--- src/rtl/pipe_skid_reg.sv ---
// Elastic stage register: main + skid entry, all outputs registered.
// Optional stall counter port enabled by PIPE_SKID_STALL_CNT_EN.
module pipe_skid_reg #(
  parameter int            DW      = 32,
  parameter logic [DW-1:0] RST_VAL = {DW{1'b0}}
) (
  input  logic          clk,
  input  logic          rst,
  input  logic          flush,
  input  logic          s_valid,
  output logic          s_ready,
  input  logic [DW-1:0] s_data,
  output logic          m_valid,
  input  logic          m_ready,
  output logic [DW-1:0] m_data
`ifdef PIPE_SKID_STALL_CNT_EN
  ,
  output logic [31:0]   stall_cnt
`endif
);

  typedef enum logic [1:0] {
    EMPTY = 2'd0,
    ONE   = 2'd1,
    FULL  = 2'd2
  } state_t;

  state_t        state;
  logic [DW-1:0] skid_data;
  logic          up;
  logic          dn;

  assign up = s_valid & s_ready;
  assign dn = m_valid & m_ready;

  always_ff @(posedge clk or posedge rst) begin
    if (rst) begin
      state     <= EMPTY;
      m_valid   <= 1'b0;
      m_data    <= RST_VAL;
      skid_data <= RST_VAL;
      s_ready   <= 1'b1;
    end else if (flush) begin
      state     <= EMPTY;
      m_valid   <= 1'b0;
      m_data    <= RST_VAL;
      skid_data <= RST_VAL;
      s_ready   <= 1'b1;
    end else begin
      unique case (state)
        EMPTY: begin
          if (up) begin
            state   <= ONE;
            m_valid <= 1'b1;
            m_data  <= s_data;
          end
        end
        ONE: begin
          if (up && dn) begin
            m_data <= s_data;
          end else if (dn) begin
            state   <= EMPTY;
            m_valid <= 1'b0;
          end else if (up) begin
            state     <= FULL;
            skid_data <= s_data;
            s_ready   <= 1'b0;
          end
        end
        FULL: begin
          // s_ready is low here, so only the drain side can move
          if (dn) begin
            state   <= ONE;
            m_data  <= skid_data;
            s_ready <= 1'b1;
          end
        end
        default: begin
          state   <= EMPTY;
          m_valid <= 1'b0;
          s_ready <= 1'b1;
        end
      endcase
    end
  end

`ifdef PIPE_SKID_STALL_CNT_EN
  always_ff @(posedge clk or posedge rst) begin
    if (rst) begin
      stall_cnt <= 32'd0;
    end else if (m_valid && !m_ready && stall_cnt != 32'hFFFF_FFFF) begin
      stall_cnt <= stall_cnt + 32'd1;
    end
  end
`endif

endmodule
--- config.mk ---
export PLATFORM = sky130hd
export DESIGN_NAME = pipe_skid_reg
export DESIGN_NICKNAME = d
export VERILOG_FILES = /design/src/rtl/pipe_skid_reg.sv
export SDC_FILE = /design/constraint.sdc
export NUM_CORES = 1
export LEC_CHECK = 0
export CORE_MARGIN = 4
export CORE_UTILIZATION = 47
export CTS_CLUSTER_SIZE = 10
export DETAILED_ROUTE_END_ITERATION = 10
export PLACE_DENSITY = 0.88
export SETUP_SLACK_MARGIN = 0.3
export SYNTH_ARGS = -nofsm -noshare
export SYNTH_HDL_FRONTEND = slang
export SYNTH_SLANG_ARGS = --single-unit
--- constraint.sdc ---
create_clock -name clk -period 2.6 [get_ports clk]
set_input_delay 0.78 -clock clk [delete_from_list [all_inputs] [get_ports clk]]
set_output_delay 0.78 -clock clk [all_outputs]
set_load 0.01 [all_outputs]
==> run summary <==
Iter 0 DRT Violations: 183
Placement Rows: 32
CTS tree: built
final hold viol count: 0
Final Hold Slack: 0.541 ns
worst-path fanout max: 6
area post-placement: 4620 µm²
Max H-tree Level: 3
hold crit path type: reg2reg
vias in the first global route: 3090
Final Cycle Share: 83.9%
Top FF cell, synth: dfrtp_1
Core ar.: 7730 µm²
CTS root buf: clkbuf_8
crit-path leading delay family: buffers and inverters
final setup fails: 0
top cells by area, synth: dfrtp_1, a2111oi_2, a211oi_2
Cells after Synth: 327
Layout area overhead: 27.4%
Die X-Extent: 97.4 µm
critical path class: reg2out
largest net degree at the start of global routing: 69
Reg clk slew, reported paths: 0.07 ns
EDFF count, synth: 0
Pre-antenna DRT Iters: 5
yosys warns: 0
slowest stage delay, CP: 0.58 ns
first-pass GRT wire length: 15900 µm
initial antenna violation count: 0
worst-path cell chain: clkdlybuf4s50_1
overall global routing resource usage: 20.8%
fraction of registers with async set/reset: 100%
average size of a mapped cell: 11.5 µm²
Post-synth top cells: dfrtp_1, a21oi_1, mux2i_1
clk sinks: 68
share of the core filled with cells: 61.9%
Initial Util: 48.6%
synthesized cell area: 3750 µm²
clock buffer count from CTS: 9
vias per cell: 6.15
skew final: 0.00399 ns
Ant. Diodes: 0
Worst Path Buf+Inv: 1
drt total wl: 9690 µm
antenna-violating nets left: 0
status: finished clean
cell accounting for the most synthesized area: dfrtp_1
Crit. End Element: output port
worst relative slew slack: 58.8%
post-route insts no fill: 494
Clock Latency Late Sink: 0.35 ns
RSZ-0062 raised after global routing: false
most frequent cell after synthesis: dfrtp_1
Worst setup SP type: flip-flop
crit path DAT: 1.40 ns
max cap viols: 0
Slew @ Worst Pin: 0.619 ns
Worst path slowest cell: clkdlybuf4s50_1
Post-CTS Setup Inserts: 0
total congestion overflow: 0
Final min period: 2.18 ns
Port Buffer Count: 70
#FFs+latches synth: 68
pwr/cell area: 758 nW/µm²
syn_nets: 364
dpl cells: 478
Peak Freq: 459 MHz
Cell variety after synth: 32
DRC viols: 0
# IOs: 71
Clock Tree Buf Depth: 2
Static Leakage: 2.01 nW
design area: 4780 µm²
share of Yosys cell area claimed by the top area cell type: 44.7%
detailed-route via count: 3039
DP HPWL: 6320 µm
Final nets: 424
WL/cell: 19.6 µm
Final Max Slew Viols: 0
sequential share of the synthesized area: 45.4%
Final GP Congestion: 0.775
die area: 9480 µm²
setup tns final: 0 ns
fraction of layout cells with a size suffix above 1: 27.0%
Die Span Y: 97.4 µm
Worst IR Drop VDD: 0.414 mV
worst endpoint required time: 1.82 ns
## final timing paths
check | end | slack [ns] | startpoint | cells after the start
setup reg to reg | m_data[10] | 0.82 | state[1] | 3
min in group asynchronous | state[0] | 0.86 | rst | 3
max in group asynchronous | s_ready | 1.42 | rst | 3
hold reg to reg | skid_data[20] | 0.54 | skid_data[20] | 2
hold / removal | skid_data[20] | 0.54 | skid_data[20] | 2
setup / recovery | m_valid | 0.42 | m_valid | 1
## area by class of cell
class                   instances  area, µm²
well taps                     102        128
inverters                       2       11.3
clock buffers                  11        131
repair buffers                 91        931
multi-input cells             215       1850
clock inverters                 5       28.8
fillers                       626       2950
flip-flops and latches         68       1700
## power breakdown
part / internal [mW] / switching (mW)
clock network: 0.342 / 0.421
logic: 0.712 / 0.782
registers: 1.23 / 0.144
total: 2.28 / 1.35
## sequential cells by signal, indices dropped and copies added (netlist names)
name and count:
skid_data 32, m_valid 1, state 2, s_ready 1
m_data 32
## worst register-to-register path: stages (launching register included)
cell,delay (ns)
dfrtp_1,0.49
and3b_2,0.33
a211o_4,0.59
a211oi_2,0.29
## stage by stage
step                      power [mW]  setup slack, ns
final                           3.63            0.420
after global routing            3.81            0.339
after CTS                       3.63            0.319
after detailed placement        2.88           0.0652
after global placement          2.84            0.104
after floorplan                 2.32            0.712
## metal layers
| metal | vias to the layer above | GRT usage (%) | wire length (µm) |
|---|---|---|---|
| li1 | 1396 | - | - |
| met1 | 1530 | 27.6 | 4040 |
| met2 | 101 | 34.4 | 4930 |
| met3 | 12 | 3.80 | 580 |
| met4 | 0 | 6.71 | 142 |
| met5 | - | 0 | 0 |
## kinds of logic (layout without fill, tap and decap cells)
logic type,Yosys count,after routing,synth area share (%)
buf+inv,44,109,5.87
flops,68,68,45.4
mux,33,33,8.80
simple gates,43,43,6.30
compound gates,139,139,33.7
## cell usage in the layout, fill, tap and decap left out, types with 2 or more instances in the layout
cell             synthesis  routed
clkdlybuf4s50_1          0      68
dfrtp_1                 67      67
a21oi_1                 34      34
mux2i_1                 33      33
nand3_1                 32      32
o21ai_0                 32      32
a211oi_2                30      30
a2111oi_2               29      29
buf_4                    0      15
clkbuf_8                 0       9
buf_12                   0       6
clkinv_2                 0       4
a211oi_1                 3       3
nand2_1                  2       2
o21bai_1                 2       2
nand3b_1                 2       2
a2111oi_0                3       2
clkbuf_1                17       2
## timing repair
item | 4_1_cts | 5_1_grt
hold buffers | 0 | 0
endpoints found under the setup margin | 0 | 2
resized for setup | 0 | 2
hold endpoints to repair | 0 | 0
Note: power is estimated with default switching activity, not from simulation.
